[config.mk]
export PLATFORM = sky130hd
export DESIGN_NAME = dma_cfg_arb
export DESIGN_NICKNAME = d
export VERILOG_FILES = /design/src/rtl/dma_pkg.sv /design/src/rtl/dma_cfg_arb_rr_pick.sv /design/src/rtl/dma_cfg_arb.sv
export SDC_FILE = /design/constraint.sdc
export NUM_CORES = 1
export LEC_CHECK = 0
export ABC_AREA = 0
export CAP_MARGIN = 20
export CORE_MARGIN = 2
export CORE_UTILIZATION = 42
export CTS_BUF_LIST = sky130_fd_sc_hd__clkbuf_16
export DETAILED_ROUTE_END_ITERATION = 16
export PLACE_DENSITY = 0.87
export SLEW_MARGIN = 10
export SYNTH_ARGS = -nofsm -noshare
export SYNTH_HDL_FRONTEND = slang
export SYNTH_SLANG_ARGS = --single-unit
export TNS_END_PERCENT = 20
[constraint.sdc]
create_clock -name hclk -period 3.9 [get_ports hclk]
set_input_delay 1.17 -clock hclk [delete_from_list [all_inputs] [get_ports hclk]]
set_output_delay 1.17 -clock hclk [all_outputs]
set_load 0.05 [all_outputs]
[src/rtl/dma_pkg.sv]
// Shared types for the DMA configuration-port arbiter and future channel schedulers.
package dma_pkg;

  localparam int CFG_AW = 32;
  localparam int CFG_DW = 32;

  typedef enum logic [0:0] {
    ARB    = 1'b0,
    LOCKED = 1'b1
  } arb_state_t;

  typedef struct packed {
    logic              cs;
    logic              we;
    logic              lock;
    logic [CFG_AW-1:0] ad;
    logic [CFG_DW-1:0] wd;
  } cfg_req_t;

  // Increment an index modulo n.
  function automatic int unsigned wrap_inc(input int unsigned idx, input int unsigned n);
    if (idx + 32'd1 >= n) begin
      return 32'd0;
    end else begin
      return idx + 32'd1;
    end
  endfunction

endpackage

[src/rtl/dma_cfg_arb_rr_pick.sv]
// Rotating first-one finder: scans req_i starting at ptr_i, wrapping modulo N_REQ.
module rr_pick #(
  parameter int N_REQ = 2,
  parameter int IW    = (N_REQ > 1) ? $clog2(N_REQ) : 1
) (
  input  logic [N_REQ-1:0] req_i,
  input  logic [IW-1:0]    ptr_i,
  output logic [N_REQ-1:0] gnt_o,
  output logic [IW-1:0]    idx_o,
  output logic             valid_o
);

  int unsigned     j_s;
  logic [IW-1:0]   jj_s;

  // First asserted request at or after the pointer wins.
  always_comb begin
    gnt_o   = '0;
    idx_o   = '0;
    valid_o = 1'b0;
    j_s     = 32'd0;
    jj_s    = '0;
    for (int k = 0; k < N_REQ; k++) begin
      j_s  = (32'(ptr_i) + 32'(k)) % 32'(N_REQ);
      jj_s = IW'(j_s);
      if (!valid_o && req_i[jj_s]) begin
        valid_o    = 1'b1;
        gnt_o[jj_s] = 1'b1;
        idx_o      = jj_s;
      end else begin
        valid_o = valid_o;
      end
    end
  end

endmodule

[src/rtl/dma_cfg_arb.sv]
// Round-robin arbiter sharing the DMA cfg/status register port between N_REQ requesters,
// with locked read-modify-write sequences and an optional lock timeout.
module dma_cfg_arb
  import dma_pkg::*;
#(
  parameter int N_REQ    = 2,
  parameter int AW       = CFG_AW,
  parameter int DW       = CFG_DW,
  parameter int LOCK_TMO = 16
) (
  input  logic                hclk,
  input  logic                hresetn,
  input  logic [N_REQ-1:0]    req_cs_i,
  input  logic [N_REQ-1:0]    req_we_i,
  input  logic [N_REQ-1:0]    req_lock_i,
  input  logic [N_REQ*AW-1:0] req_ad_i,
  input  logic [N_REQ*DW-1:0] req_wd_i,
  output logic [N_REQ-1:0]    req_gnt_o,
  output logic [N_REQ-1:0]    req_rvalid_o,
  output logic [DW-1:0]       req_rd_o,
  output logic                lock_abort_o,
  output logic [AW-1:0]       c_ad_o,
  output logic                c_we_o,
  output logic                c_cs_o,
  output logic [DW-1:0]       c_wd_o,
  input  logic [DW-1:0]       c_rd_i
);

  localparam int IW       = $clog2(N_REQ);
  localparam int TW       = (LOCK_TMO > 0) ? $clog2(LOCK_TMO + 1) : 1;
  localparam int TMO_LAST = (LOCK_TMO > 0) ? (LOCK_TMO - 1) : 0;

  arb_state_t        state_q, state_d;
  logic [IW-1:0]     rr_ptr_q, rr_ptr_d;
  logic [IW-1:0]     owner_q, owner_d;
  logic [TW-1:0]     tmo_cnt_q, tmo_cnt_d;
  logic              c_cs_q, c_cs_d;
  logic              c_we_q, c_we_d;
  logic [AW-1:0]     c_ad_q, c_ad_d;
  logic [DW-1:0]     c_wd_q, c_wd_d;
  logic [IW-1:0]     rd_idx_q, rd_idx_d;
  logic [N_REQ-1:0]  rvalid_q, rvalid_d;
  logic [DW-1:0]     rd_q, rd_d;

  cfg_req_t          reqs_s [N_REQ];
  cfg_req_t          sel_s;
  logic [N_REQ-1:0]  pick_gnt_s;
  logic [IW-1:0]     pick_idx_s;
  logic              pick_vld_s;
  logic [IW-1:0]     win_idx_s;
  logic [N_REQ-1:0]  gnt_s;
  logic              accept_s;
  logic              tmo_hit_s;

  rr_pick #(.N_REQ(N_REQ), .IW(IW)) u_rr_pick (
    .req_i   (req_cs_i),
    .ptr_i   (rr_ptr_q),
    .gnt_o   (pick_gnt_s),
    .idx_o   (pick_idx_s),
    .valid_o (pick_vld_s)
  );

  // Unpack the flat request buses into per-requester records.
  always_comb begin
    for (int i = 0; i < N_REQ; i++) begin
      reqs_s[i].cs   = req_cs_i[i];
      reqs_s[i].we   = req_we_i[i];
      reqs_s[i].lock = req_lock_i[i];
      reqs_s[i].ad   = CFG_AW'(req_ad_i[i*AW +: AW]);
      reqs_s[i].wd   = CFG_DW'(req_wd_i[i*DW +: DW]);
    end
  end

  // While locked only the owner is ever considered, so the candidate index needs no cs.
  assign win_idx_s = (state_q == LOCKED) ? owner_q : pick_idx_s;
  assign sel_s     = reqs_s[win_idx_s];

  // Grant / lock state machine.
  always_comb begin
    state_d   = state_q;
    rr_ptr_d  = rr_ptr_q;
    owner_d   = owner_q;
    tmo_cnt_d = tmo_cnt_q;
    gnt_s     = '0;
    accept_s  = 1'b0;
    tmo_hit_s = 1'b0;
    case (state_q)
      ARB: begin
        if (pick_vld_s) begin
          gnt_s    = pick_gnt_s;
          accept_s = 1'b1;
          rr_ptr_d = IW'(wrap_inc(32'(pick_idx_s), 32'(N_REQ)));
          if (sel_s.lock) begin
            state_d   = LOCKED;
            owner_d   = pick_idx_s;
            tmo_cnt_d = '0;
          end else begin
            state_d = ARB;
          end
        end else begin
          state_d = ARB;
        end
      end
      LOCKED: begin
        if (sel_s.cs) begin
          gnt_s[owner_q] = 1'b1;
          accept_s       = 1'b1;
          tmo_cnt_d      = '0;
          if (!sel_s.lock) begin
            state_d  = ARB;
            rr_ptr_d = IW'(wrap_inc(32'(owner_q), 32'(N_REQ)));
          end else begin
            state_d = LOCKED;
          end
        end else if ((LOCK_TMO != 0) && (tmo_cnt_q == TW'(TMO_LAST))) begin
          tmo_hit_s = 1'b1;
          state_d   = ARB;
          tmo_cnt_d = '0;
          rr_ptr_d  = IW'(wrap_inc(32'(owner_q), 32'(N_REQ)));
        end else if (tmo_cnt_q != {TW{1'b1}}) begin
          tmo_cnt_d = tmo_cnt_q + TW'(1);
        end else begin
          tmo_cnt_d = tmo_cnt_q;
        end
      end
      default: begin
        state_d = ARB;
      end
    endcase
  end

  // Register-port stage and read-data return stage; a read in the port stage returns next cycle.
  always_comb begin
    c_cs_d   = accept_s;
    c_we_d   = accept_s & sel_s.we;
    c_ad_d   = c_ad_q;
    c_wd_d   = c_wd_q;
    rd_idx_d = rd_idx_q;
    rvalid_d = '0;
    rd_d     = rd_q;
    if (accept_s) begin
      c_ad_d   = AW'(sel_s.ad);
      c_wd_d   = DW'(sel_s.wd);
      rd_idx_d = win_idx_s;
    end else begin
      rd_idx_d = rd_idx_q;
    end
    if (c_cs_q && !c_we_q) begin
      rvalid_d[rd_idx_q] = 1'b1;
      rd_d               = c_rd_i;
    end else begin
      rd_d = rd_q;
    end
  end

  // State and pipeline registers.
  always_ff @(posedge hclk or negedge hresetn) begin
    if (!hresetn) begin
      state_q   <= ARB;
      rr_ptr_q  <= '0;
      owner_q   <= '0;
      tmo_cnt_q <= '0;
      c_cs_q    <= 1'b0;
      c_we_q    <= 1'b0;
      c_ad_q    <= '0;
      c_wd_q    <= '0;
      rd_idx_q  <= '0;
      rvalid_q  <= '0;
      rd_q      <= '0;
    end else begin
      state_q   <= state_d;
      rr_ptr_q  <= rr_ptr_d;
      owner_q   <= owner_d;
      tmo_cnt_q <= tmo_cnt_d;
      c_cs_q    <= c_cs_d;
      c_we_q    <= c_we_d;
      c_ad_q    <= c_ad_d;
      c_wd_q    <= c_wd_d;
      rd_idx_q  <= rd_idx_d;
      rvalid_q  <= rvalid_d;
      rd_q      <= rd_d;
    end
  end

  assign req_gnt_o    = gnt_s;
  assign lock_abort_o = tmo_hit_s;
  assign req_rvalid_o = rvalid_q;
  assign req_rd_o     = rd_q;
  assign c_cs_o       = c_cs_q;
  assign c_we_o       = c_we_q;
  assign c_ad_o       = c_ad_q;
  assign c_wd_o       = c_wd_q;

endmodule

Word-level counts from Yosys, hierarchy flattened
Cells that the tools add are included.
{ "word_totals": {"register_bits": 109, "latch_bits": 0, "ramBits": 0, "mem_bits_ro": 0, "input_bits": 168, "output_inout_bits": 103, "word_cells": 98, "n_memories": 0} }
{ "op_classes": {"add_sub_neg": 4, "multipliers": 0, "n_div": 0, "n_lt_le_gt_ge": 11, "n_eq_ne": 7, "shift": 0, "mux": 50, "bitwise": 4, "reduce_logical": 11} }
{ "op_table": {"columns": ["cell", "n"], "rows": [
  ["67-bit 2-to-1 mux", 3],
  ["1-bit 2-to-1 mux", 28],
  ["5-bit 2-to-1 mux", 5],
  ["2-bit 2-to-1 mux", 5],
  ["5-bit case mux with 2 select lines", 1],
  ["3-bit AND reduction", 3],
  ["1-bit by 2-bit < comparator with 1-bit output (second input constant)", 4],
  ["2-bit greater-or-equal comparator (second input constant)", 3],
  ["1-bit logical AND", 6],
  ["1-bit case mux with 2 select lines", 3],
  ["5-bit by 1-bit adder with 5-bit output (second input constant)", 1],
  ["5-bit by 4-bit equality test with 1-bit output (second input constant)", 1],
  ["5-bit inequality test (second input constant)", 1],
  ["1-bit by 1-bit adder with 2-bit output (second input constant)", 2],
  ["1-bit demux with 1-bit select", 4],
  ["1-bit greater-or-equal comparator (second input constant)", 4],
  ["2-bit inequality test (second input constant)", 2],
  ["4-bit by 1-bit inequality test with 1-bit output (second input constant)", 1],
  ["2-bit case mux with 2 select lines", 1],
  ["3-bit by 1-bit inequality test with 1-bit output (second input constant)", 1],
  ["3-bit inequality test (second input constant)", 1],
  ["1-bit zero test", 2],
  ["1-bit inverter with 2-bit output", 1],
  ["2-bit OR", 1],
  ["other kinds (3)", 3]
]} }

Logic depth before layout (Yosys ltp)
Gate-level depths: netlist of the first run.
{ "depth": {"word_depth": 14, "mapped_depth": 8, "mapped_depth_nobuf": 5} }

Modules after synthesis
A second synthesis of the first run with hierarchy kept.
{ "hier_totals": {"hier_cells": 425, "area_unflattened_um2": 4837.1} }
{ "modules_own_cells": {"columns": ["mod", "n_inst", "cells_each", "area_per_inst_um2", "seq_area_each_um2"], "rows": [
  ["dma_cfg_arb", 1, 420, 4804.6, 2727.6],
  ["rr_pick", 1, 5, 32.5, 0.0]
]} }

Worst setup path after synthesis of the first run
No wires, ideal clock.
{ "synth_path": {"path_kind": "input-to-output", "startpoint": "in req_cs_i[0]", "endpoint": "out req_gnt_o[1]", "arrival_ns": 2.264, "t_required_ns": 2.730, "path_slack_ns": 0.466, "stages": 6, "path_buffers": 3, "cell_sequence": "buf_4 > nand2b_1 > a22o_1 > buf_6 > buf_6 > and2_1"} }
{ "synth_via": {"elab_chain_len": 13} }
{ "synth_lines": {"columns": ["element", "line", "text"], "rows": [
  ["start, declared", "dma_cfg_arb.sv:13", "input logic [N_REQ-1:0] req_cs_i,"],
  ["1-bit 2-to-1 mux (implied by the code) (2 in a row)", "dma_cfg_arb_rr_pick.sv:26", "if (!valid_o && req_i[jj_s]) begin"],
  ["1-bit 2-to-1 mux", "dma_cfg_arb_rr_pick.sv:26", null],
  ["1-bit zero test", "dma_cfg_arb_rr_pick.sv:26", null],
  ["1-bit logical AND", "dma_cfg_arb_rr_pick.sv:26", null],
  ["1-bit 2-to-1 mux", "dma_cfg_arb_rr_pick.sv:26", null],
  ["1-bit 2-to-1 mux", "dma_cfg_arb.sv:75", "assign win_idx_s = (state_q == LOCKED) ? owner_q : pick_idx_s;"],
  ["1-bit inverter with 2-bit output (implied by the code)", "dma_cfg_arb.sv:76", "assign sel_s = reqs_s[win_idx_s];"],
  ["67-bit 2-to-1 mux (implied by the code) (3 in a row)", "dma_cfg_arb.sv:76", null],
  ["2-bit 2-to-1 mux", "dma_cfg_arb.sv:105", "if (sel_s.cs) begin"],
  ["2-bit case mux with 2 select lines (*)", "dma_cfg_arb.sv:87", "case (state_q)"],
  ["end, declared", "dma_cfg_arb.sv:18", "output logic [N_REQ-1:0] req_gnt_o,"]
]} }
Every way passes the cells marked *; elsewhere a longest branch is shown, timed or not. The select of a mux whose other input is x is not followed.

Worst setup path after layout of the first run
Same ends and word-level chain as after synthesis.

==> flow_summary.yaml, run 1 <==
clock_network:
  postCtsResizedCells: 0
  htree_levels: 3
  cts_tree: "built"
  cts_made_buffers: 9
  postCtsSetupBuffers: 0
  clock_sinks: 109
  cts_root_buf: "clkbuf_16"
  insertion_delay_ns: 0.34
  clk_path_buf_depth: 2
  cts_hold_buf: 0
  clk_pin_slew_ns: 0.07
sta:
  max_freq_ghz: 0.269
  rsz0062_at_grt: "false"
  slew_headroom: 0.593
  setup_tns_ns: 0
  fin_crit_sh: 0.953
  setup_viol: 0
  tightest_slew_ns: 0.610
  finalClockSkew_ns: 0.00810
  finalHoldViolCount: 0
  drv_slew: 0
  fin_crit_ns: 3.71
synth:
  synth_area_leaders: "dfrtp_1 56%, mux2i_1 14%, mux2_2 7.6%"
  synth_fp_nets: 593
  yosysMostFrequentCell: "dfrtp_1"
  yosysWarnings: 0
  synth_top_area_cell: "dfrtp_1"
  async_reset_ff_frac: 1.00
  synth_commonest_cells: "109 x dfrtp_1, 72 x nand2_1, 66 x mux2i_1"
  synth_edf_count: 0
  yosys.area.top_type_share: 0.559
  netlist_area_sq_um: 4880
  seq_area_frac_synth: 0.559
  synthCells: 424
  synth_seq_cells: 109
  syn_area_per_cell_sq_um: 11.5
  ys_types: 36
  synthFlopType: "dfrtp_1"
layout:
  seq_area_sq_um: 2730
  nFillCells: 807
  finalInstanceArea_sq_um: 8020
  multi_input_area_sq_um: 1960
  final_nets: 852
  area_growth_pct: 64.5
  diodes: 0
  drive_gt1_frac: 0.0930
critical_path:
  r2r_slack_ns: 1.95
  path_depth: 5
  max_stage_delay_ns: 0.58
  r2r-start: "state_q"
  start_kind: "input pin"
  cp_num_buf_inv: 2
  r2r-end: "c_ad_o[18]"
  crit_chain: "clkdlybuf4s50_1 -> nand2b_1 -> a22o_4 -> and2_1 -> buf_12"
  rr_worst_depth: 5
  crit_required_ns: 2.73
  slowest_stage: "clkdlybuf4s50_1"
  cpLargestDelayFamily: "buffers and inverters"
  critPathMaxFanout: 6
  crit_start: "req_cs_i[0]"
  arrival_ns: 2.54
  endpoint: "req_gnt_o[1]"
  path_class: "in -> out"
  critPathCaptureType: "output port"
pwr:
  ir_drop_mv: 0.614
  p_comb_frac: 0.612
  seq_power_share: 0.260
  switchingPower_mw: 3.70
  sw_frac_of_total: 0.483
  power_density_nw_per_um2: 955
  p_leak_nw: 3.36
  total_power_mw: 7.66
  p_int_mw: 3.96
  power_frac_clock: 0.128
grt:
  gr-total-overflow: 0
  grt_pass1_wl_microns: 22100
  grt_max_degree: 89
  met2_usage: 0.403
  antenna_found_initial: 0
  gr-usage-met3: 0.0566
  track_usage: 0.221
  grt-busiest-layer: "met2"
  use_met1: 0.244
  grt_pass1_vias: 4429
floorplanning:
  start_util: 0.429
  die_area_sq_um: 12500
  die_height_microns: 112
  die_w_microns: 112
  rows: 39
  coreArea_sq_um: 11400
  pin_count: 271
route:
  wire_per_inst_microns: 16.4
  drt_drc_violations_left: 0
  first_iter_violations: 178
  route.vias.total: 4126
  viasPerCell: 4.97
  detail-route-antenna-nets: 0
  routed_wl_microns: 13600
  drtPass1Iterations: 4
flow_run:
  drv_cap: 0
placement:
  dpl_cell_area_sq_um: 7700
  dp_hpwl_microns: 10600
  io_buffer_count: 270
  place.gp.congestion: 0.837
status:
  outcome: "finished clean"
hold_path:
  hold_class: "reg -> reg"
power groups by stage:
stage	logic, mW	clock network (mW)	registers (mW)
6_report	4.69	0.977	2.00
5_1_grt	4.92	1.05	2.07
4_1_cts	4.73	1.00	2.00
3_5_place_dp	4.72	0	2.02
3_3_place_gp	4.63	0	1.98
2_1_floorplan	1.36	0	3.80
worst register-to-register path, cell delays in order, from the launching register on:
cell and delay (ns):
dfrtp_1 0.52, nor2b_1 0.27, a22o_4 0.17, buf_12 0.36
mux2i_1 0.40, o21ai_1 0.09
layer usage:
metal / vias up / part of all wire
li1: 1988 / -
met1: 1935 / 0.37
met2: 178 / 0.52
met3: 25 / 0.077
met4: 0 / 0.026
met5: - / 0
sequential cells by signal, indices dropped and copies added (netlist names):
name,cells
rd_idx_q,1
req_rd_o,32
c_ad_o,32
state_q,1
c_wd_o,32
c_cs_o,1
c_we_o,1
tmo_cnt_q,5
owner_q,1
rr_ptr_q,1
req_rvalid_o,2
metrics by stage:
stage               setup slack, ns  instances  hold WS, ns  utilization
floorplan                     0.466        424        0.454            -
global placement              0.288        815        0.460        0.678
detailed placement            0.222        815        0.465        0.678
CTS                           0.203        831        0.479        0.706
global route                  0.156        831        0.498        0.706
finish                        0.185        831        0.480        0.706
placed cells by master, fill, tap and decap left out, types with 3 or more instances in the layout:
master / netlist / layout
a21boi_0: 3 / 3
o21ai_0: 41 / 41
mux2i_1: 66 / 66
nand2b_1: 3 / 3
dfrtp_1: 109 / 109
clkbuf_16: 0 / 9
nand2_1: 72 / 72
and2_1: 5 / 5
a21oi_1: 3 / 3
clkdlybuf4s50_1: 0 / 266
buf_12: 0 / 6
o21ai_1: 28 / 28
mux2_2: 33 / 33
inv_6: 0 / 3
buf_4: 8 / 6
nor2_1: 4 / 4
worst min-delay path by stage:
stage,from,endpoint,slack (ns),cells after the start
floorplan,rd_idx_q,req_rvalid_o[1],0.45,1
global placement,c_wd_o[11],c_wd_o[11],0.46,2
detailed placement,rd_idx_q,req_rvalid_o[1],0.46,1
CTS,rd_idx_q,req_rvalid_o[1],0.48,1
global route,rd_idx_q,req_rvalid_o[1],0.50,1
finish,rd_idx_q,req_rvalid_o[1],0.48,1
area by class of cell:
class                      count  share of cell area
clock inverter                 7              0.0119
sequential                   109               0.340
multi-input combinational    283               0.245
timing repair buffer         278               0.352
tap                          143              0.0223
inverter                       2            0.000936
clock buffer                   9              0.0281
cell families after synthesis:
family	count (synthesis)	synth area share
AND/OR/NAND/NOR	94	0.0818
flip-flops	109	0.559
multiplexers	99	0.212
AO/OA/AOI/OAI	89	0.101
buffers and inverters	32	0.0436
adder cells (fa/ha/maj)	1	0.00257
Power figures use the tool's default switching activity.
==> run 2, diff against run 1 <==
--- a/config.mk
+++ b/config.mk
@@ -6,13 +6,13 @@
 export NUM_CORES = 1
 export LEC_CHECK = 0
 export ABC_AREA = 0
-export CAP_MARGIN = 20
+export CAP_MARGIN = 15
 export CORE_MARGIN = 2
 export CORE_UTILIZATION = 42
 export CTS_BUF_LIST = sky130_fd_sc_hd__clkbuf_16
 export DETAILED_ROUTE_END_ITERATION = 16
 export PLACE_DENSITY = 0.87
-export SLEW_MARGIN = 10
+export SLEW_MARGIN = 5
 export SYNTH_ARGS = -nofsm -noshare
 export SYNTH_HDL_FRONTEND = slang
 export SYNTH_SLANG_ARGS = --single-unit
==> results of run 2 <==
No change in the layout: final DEF, timing and power equal those of run 1.
==> run 3, diff against run 2 <==
--- a/config.mk
+++ b/config.mk
@@ -7,11 +7,13 @@
 export LEC_CHECK = 0
 export ABC_AREA = 0
 export CAP_MARGIN = 15
+export CELL_PAD_IN_SITES_DETAIL_PLACEMENT = 0
+export CELL_PAD_IN_SITES_GLOBAL_PLACEMENT = 2
 export CORE_MARGIN = 2
-export CORE_UTILIZATION = 42
+export CORE_UTILIZATION = 24
 export CTS_BUF_LIST = sky130_fd_sc_hd__clkbuf_16
 export DETAILED_ROUTE_END_ITERATION = 16
-export PLACE_DENSITY = 0.87
+export PLACE_DENSITY = 0.86
 export SLEW_MARGIN = 5
 export SYNTH_ARGS = -nofsm -noshare
 export SYNTH_HDL_FRONTEND = slang
==> flow_summary.yaml, run 3 (same netlist as run 1, synthesis figures left out) <==
route:
  route.vias.total: 4033
  viasPerCell: 4.21
  dr_wl_met2_microns: 7230
  drt_drc_violations_left: 0
  routed_wl_microns: 14100
  dr_wl_met3_microns: 830
  highest_layer: "met4"
  wire_per_inst_microns: 14.7
  drtPass1Iterations: 4
  detail-route-antenna-nets: 0
  wl_met1_microns: 5820
  first_iter_violations: 103
critical_path:
  r2r_slack_ns: 2.04
  critPathCaptureType: "output port"
  slowest_stage: "clkdlybuf4s50_1"
  rr_worst_depth: 5
  r2r-start: "state_q"
  critPathMaxFanout: 7
  arrival_ns: 2.49
  start_kind: "input pin"
  endpoint: "lock_abort_o"
  r2r-end: "c_ad_o[26]"
  crit_start: "req_cs_i[0]"
  crit_chain: "clkdlybuf4s50_1 -> buf_4 -> nand2b_1 -> nand2_1 -> nor2_1 -> buf_12"
  max_stage_delay_ns: 0.48
  crit_required_ns: 2.73
  path_class: "in -> out"
sta:
  hold-worst-slack_ns: 0.483
  finalClockSkew_ns: 0.00705
  fin_crit_ns: 3.66
  setup_tns_ns: 0
  fin_crit_sh: 0.937
  finalHoldViolCount: 0
  drv_slew: 0
  setup_viol: 0
  tightest_slew_ns: 0.616
  layout_setup_ws_ns: 0.245
  rsz0062_at_grt: "false"
  max_freq_ghz: 0.274
  slew_headroom: 0.588
grt:
  grt_pass1_wl_microns: 22300
  gr-total-overflow: 0
  grt_max_degree: 131
  track_usage: 0.131
  grt_pass1_vias: 4240
  antenna_found_initial: 0
placement:
  pre_cts_slack_ns: 0.237
  place.gp.congestion: 0.803
  dpl.cell_count: 941
  io_buffer_count: 270
  dp_hpwl_microns: 10800
floorplanning:
  coreArea_sq_um: 20100
  die_height_microns: 147
  rows: 52
  start_util: 0.243
  pin_count: 271
  die_w_microns: 147
  die_area_sq_um: 21500
clock_network:
  clk_pin_slew_ns: 0.08
  clk_path_buf_depth: 2
  cts_tree: "built"
  clock_sinks: 109
  cts_made_buffers: 9
  postCtsResizedCells: 0
  cts_hold_buf: 0
  insertion_delay_ns: 0.35
  postCtsSetupBuffers: 0
  cts_root_buf: "clkbuf_16"
  htree_levels: 3
layout:
  diodes: 0
  nFillCells: 1914
  final_common_cell: "clkdlybuf4s50_1"
  final_cell_mix: "266 x clkdlybuf4s50_1, 109 x dfrtp_1, 72 x nand2_1"
  final_nets: 851
  drive_gt1_frac: 0.0932
  seq_area_sq_um: 2730
  area_growth_pct: 67.5
  final_cells: 957
  multi_input_area_sq_um: 1960
pwr:
  p_leak_nw: 3.34
  ir_drop_mv: 0.410
  total_power_mw: 7.61
  power_density_nw_per_um2: 932
hold_path:
  hold_class: "reg -> reg"
flow_run:
  drv_cap: 0
status:
  outcome: "finished clean"
[run 3: layer usage]
layer | GRT usage | vias to the layer above
met5 | 0 | -
met4 | 0.0456 | 0
met3 | 0.0284 | 11
met2 | 0.241 | 154
met1 | 0.150 | 1876
li1 | - | 1992
[run 3: worst min-delay path by stage]
stage	from	endpoint	slack, ns	depth (start not counted)
after floorplan	rd_idx_q	req_rvalid_o[1]	0.45	1
after global placement	c_wd_o[6]	c_wd_o[6]	0.46	2
after detailed placement	c_wd_o[25]	c_wd_o[25]	0.47	2
after CTS	c_wd_o[25]	c_wd_o[25]	0.49	2
after global routing	c_wd_o[6]	c_wd_o[6]	0.51	2
final	c_wd_o[19]	c_wd_o[19]	0.48	2
[run 3: cell type report]
class,count,area share
tap,270,0.0414
timing repair buffer,277,0.345
sequential,109,0.334
clock buffer,9,0.0276
clock inverter,7,0.0109
inverter,2,0.000919
multi-input combinational,283,0.240
[run 3: critical path: cells and delay by family]
| kind | cells | cell delay (ns) |
|---|---|---|
| buffers and inverters | 3 | 0.85 |
| AND/OR/NAND/NOR | 3 | 0.47 |
[run 3: report_power, final]
group / switching (mW) / total, mW / leakage (nW) / internal (mW)
logic: 2.96 / 4.67 / 1.88 / 1.71
clock network: 0.484 / 0.947 / 0.152 / 0.463
registers: 0.315 / 2.00 / 1.31 / 1.68
total: 3.76 / 7.61 / 3.34 / 3.85
[run 3: through the flow]
step / area, sq um / util
final: 8170 / 0.406
after global routing: 8170 / 0.406
after CTS: 8170 / 0.406
after detailed placement: 7860 / 0.391
after global placement: 7860 / 0.391
after floorplan: 4880 / -
==> variant 1: new RTL, settings of run 2 <==
`rd_q` no longer has a reset.
--- a/src/rtl/dma_cfg_arb.sv
+++ b/src/rtl/dma_cfg_arb.sv
@@ -168,3 +168,2 @@
       rvalid_q  <= '0;
-      rd_q      <= '0;
     end else begin
@@ -180,4 +179,7 @@
       rvalid_q  <= rvalid_d;
-      rd_q      <= rd_d;
     end
+  end
+
+  always_ff @(posedge hclk) begin
+    rd_q <= rd_d;
   end
Formal check against the unedited RTL: differs if hresetn is asserted again (counterexample within 4 cycles, from zero or initial values and one cycle with hresetn low); with hresetn held inactive, the same outputs for 4 cycles.
==> variant 1 against run 2 <==
Synthesized area fell by 4.5%. Routed wire length fell by 0.82%. Sequential cell count did not move. Total power fell by 10%. Cell area fell by 3.0%. Core utilization rose by 1.2 points. Worst setup slack improved by 8.0 ps. Register-to-register slack got worse by 420 ps. Critical path type unchanged. Critical endpoint unchanged. Largest power group unchanged.
==> variant 1: results (changes against run 2) <==
| Metric | Value |
|---|---|
| Status | `complete, no violations` |
| Detailed-route via count | `3917 (-5.1%)` |
| Mux contribution to synthesized area | `0.144 (-0.0674)` |
| Comb pwr | `3.96 mW (-16%)` |
| Proportion of layout cells with a drive suffix above 1 | `0.0459 (-0.0472)` |
| Psw | `3.23 mW (-13%)` |
| M2 GR Usage | `0.410 (+0.00638)` |
| Met1 usage | `0.231 (-0.0129)` |
| Met2 WL | `7200 um (+1.3%)` |
| Top cells by area, synth | `dfrtp_1, edfxtp_1, mux2i_1` |
| Gpl congestion | `0.783 (-6.5%)` |
| Fin Clk Skew | `9.75 ps (+1.66 ps)` |
| Post-synth ARST share | `0.706 (-0.294)` |
| Largest net degree at the start of global routing | `131 (+47%)` |
| Vias in the first global route | `3959 (-11%)` |
| Metal3 WL | `1120 um (+6.4%)` |
| Total nets after synthesis | `557 (-6.1%)` |
| Synth cell types | `37 (+2.8%)` |
| Tightest Pin Transition | `1120 ps (+511 ps)` |
| Crit path max-delay cell type | `clkdlybuf4s50_1` |
| First-pass GRT wire length | `19700 um (-11%)` |
| Synth Area in Compound Gates | `0.106 (+0.00472)` |
| R2R Path End | `c_wd_o[22]` |
| Met1 WL | `4900 um (-3.9%)` |
| Peak supply drop | `583 uV (-5.1%)` |
| Hpwl dp | `10300 um (-2.4%)` |
| Starting DRT DRC Count | `162 (-9.0%)` |
| Reg power frac | `0.282 (+0.022)` |
| Internal power | `3.64 mW (-8.1%)` |
| Leak | `3.15 nW (-6.2%)` |
| Post-synth top cells | `dfrtp_1, nand2_1, mux2i_1` |
| Met3 Use GR | `0.0658 (+0.00918)` |
| Routed length per instance | `17.0 um (+3.8%)` |
| Seq/Total Area, Yosys | `0.620 (+0.0605)` |
| Tot GR Track Use | `0.218 (-0.00266)` |
| R2R Setup Slk | `1530 ps (-420 ps)` |
| CTS buffer count | `9 (unchanged)` |
variant 1: worst min-delay path by stage:
stage               slack (ps)  cells after the start         endpoint  startpoint
global placement           460                      2        c_wd_o[7]   c_wd_o[7]
finish                     480                      2       c_wd_o[13]  c_wd_o[13]
floorplan                  450                      1  req_rvalid_o[1]    rd_idx_q
CTS                        490                      2        c_wd_o[3]   c_wd_o[3]
global route               500                      2       c_ad_o[25]  c_ad_o[25]
detailed placement         470                      2        c_wd_o[3]   c_wd_o[3]
variant 1: through the flow:
stage          instances  setup WS (ps)  utilization  hold slack, ps
2_1_floorplan        388            456            -             454
3_3_place_gp         778            243        0.688             461
3_5_place_dp         778            211        0.688             470
4_1_cts              794            201        0.718             487
5_1_grt              794            162        0.718             500
6_report             794            193        0.718             482
variant 1: cell type report:
cell class                      count  area (um^2)
Timing Repair Buffer              276         2790
Clock buffer                        9          225
Clock inverter                      7         95.1
Inverter                            2         7.51
Multi-Input combinational cell    251         1600
Tap cell                          140          175
Fill cell                         762         3060
Sequential cell                   109         2890
==> variant 2: new RTL, flow settings as in run 2 <==
Without the edit above. The parameter `LOCK_TMO` goes from 16 to 8.
--- a/src/rtl/dma_cfg_arb.sv
+++ b/src/rtl/dma_cfg_arb.sv
@@ -8,3 +8,3 @@
   parameter int DW       = CFG_DW,
-  parameter int LOCK_TMO = 16
+  parameter int LOCK_TMO = 8
 ) (
Behaviour: no difference found for any inputs over 4 cycles, from zero or initial values and one cycle with hresetn low; that may be too few to reach the edited logic, so the function may still have changed.
==> variant 2 against run 2 <==
Cell area decreased by 0.56%. Clock skew decreased by 0.54 ps. Sequential cell count decreased by 1. Routed wire length increased by 0.50%. Via count increased by 1.2%. Total power decreased by 8.0%. Worst setup slack improved by 46 ps. Cell count increased by 0.36%. Sequential share of layout area decreased by 0.12 points. Synthesized area decreased by 0.33%. Critical path type unchanged. Largest cell class unchanged. Largest power group unchanged.
==> variant 2: results (changes against run 2) <==
| Metric | Value |
|---|---|
| Leak | `3.55 nW (+5.9%)` |
| Synth Area in Compound Gates | `0.102 (+0.000596)` |
| Cells after DPL | `818 (+0.37%)` |
| Adder-Cell Fraction of Synth Area | `0.00257 (+0.00000858)` |
| Starting DRT DRC Count | `161 (-9.6%)` |
| Vias in the first global route | `4311 (-2.7%)` |
| DP Area | `7660 um^2 (-0.60%)` |
| Routed wire length | `13700 um (+0.50%)` |
| Reg2reg path depth | `5 (unchanged)` |
| Nets | `855 (+0.35%)` |
| Met1 usage | `0.237 (-0.00716)` |
| Total of max-cap violations | `0 (unchanged)` |
| R2R Path End | `c_ad_o[4]` |
| Initial antenna violation count | `0 (unchanged)` |
| Setup WS post-layout | `231 ps (+45.8 ps)` |
| Met3 Use GR | `0.0653 (+0.00871)` |
| Ys Warns | `0 (unchanged)` |
| R2R Setup Slk | `1540 ps (-410 ps)` |
| Synth Area in XOR/XNOR | `0 (unchanged)` |
| PortBufs | `270 (unchanged)` |
| Total nets after synthesis | `596 (+0.51%)` |
| Metal3 WL | `1130 um (+7.8%)` |
| Filler Cells Inserted | `823 (+2.0%)` |
| Mux contribution to synthesized area | `0.212 (+0.000451)` |
| Beginning of the critical path | `req_cs_i[1]` |
| Gate Count Post-Synth | `427 (+0.71%)` |
| Seq/Total Area, Yosys | `0.556 (-0.00328)` |
| Worst hold start | `rd_idx_q` |
| Proportion of layout cells with a drive suffix above 1 | `0.0926 (-0.000404)` |
| Fin Clk Skew | `7.56 ps (-0.535 ps)` |
| Largest family of logic cells by synthesized area | `multiplexers` |
| Rel. slew slack | `0.227 (-0.366)` |
| Synth cell types | `42 (+17%)` |
| H-tree depth | `3 (unchanged)` |
| Met2 WL | `7150 um (+0.63%)` |
| Largest net degree at the start of global routing | `79 (-11%)` |
| Top cells by area, synth | `dfrtp_1, mux2i_1, mux2_2` |
| RR Startpoint | `rr_ptr_q` |
| Post-synth top cells | `dfrtp_1, nand2_1, mux2i_1, o21ai_1, mux2_2` |
| # diodes | `0 (unchanged)` |
| CTS buffer count | `9 (unchanged)` |
| Cell Count, Final, Fillers Out | `834 (+0.36%)` |
| Peak supply drop | `683 uV (+11%)` |
| First-pass GRT wire length | `21700 um (-1.9%)` |
| Worst Path Max Fanout | `6 (unchanged)` |
| Gates resized, CTS repair | `0 (unchanged)` |
| Status | `complete, no violations` |
| M2 GR Usage | `0.402 (-0.00120)` |
| Hpwl dp | `10700 um (+0.83%)` |
| Crit path max-delay cell type | `clkdlybuf4s50_1` |
| Post-CTS Setup Repair Bufs | `0 (unchanged)` |
| Tot GR Track Use | `0.219 (-0.00210)` |
| Top cell type's share of synthesized area | `0.556 (-0.00328)` |
| DR vias/cell | `5.00 (+0.80%)` |
| Hold WS | `478 ps (-1.60 ps)` |
| Gpl congestion | `0.868 (+3.7%)` |
| Critical path arrival | `2500 ps (-40 ps)` |
| Met1 WL | `5050 um (-1.0%)` |
| Worst hold endpoint | `req_rvalid_o[1]` |
| Final Hold Viols | `0 (unchanged)` |
-- variant 2: cell count changes in the layout (fill, tap and decap cells not counted), sizes merged, moves of 2 or more --
cell           run 2  this run
inv                5        10
a21oi              3         6
a21boi             3         1
a22o               2         0
buf               12        10
nor2               4         2
nor3b              0         2
o22ai              3         1
-- variant 2: critical path, delay by kind of cell --
kind / cells / cell delay (ps)
buffers and inverters: 2 / 810
AOI/OAI and AO/OA: 1 / 80
and+or+nand+nor: 2 / 440
-- variant 2: cell type report --
class / count / area, um^2 / area share
Clock buffer: 9 / 225 / 0.0282
Multi-Input combinational cell: 284 / 1970 / 0.247
Sequential cell: 108 / 2700 / 0.339
Clock inverter: 7 / 96.3 / 0.0121
Inverter: 7 / 26.3 / 0.00329
Tap cell: 143 / 179 / 0.0224
Timing Repair Buffer: 276 / 2780 / 0.348
-- variant 2: power breakdown --
group / switching (mW) / internal [mW]
Sequential: 0.305 / 1.62
Clock: 0.415 / 0.568
Combinational: 2.63 / 1.50
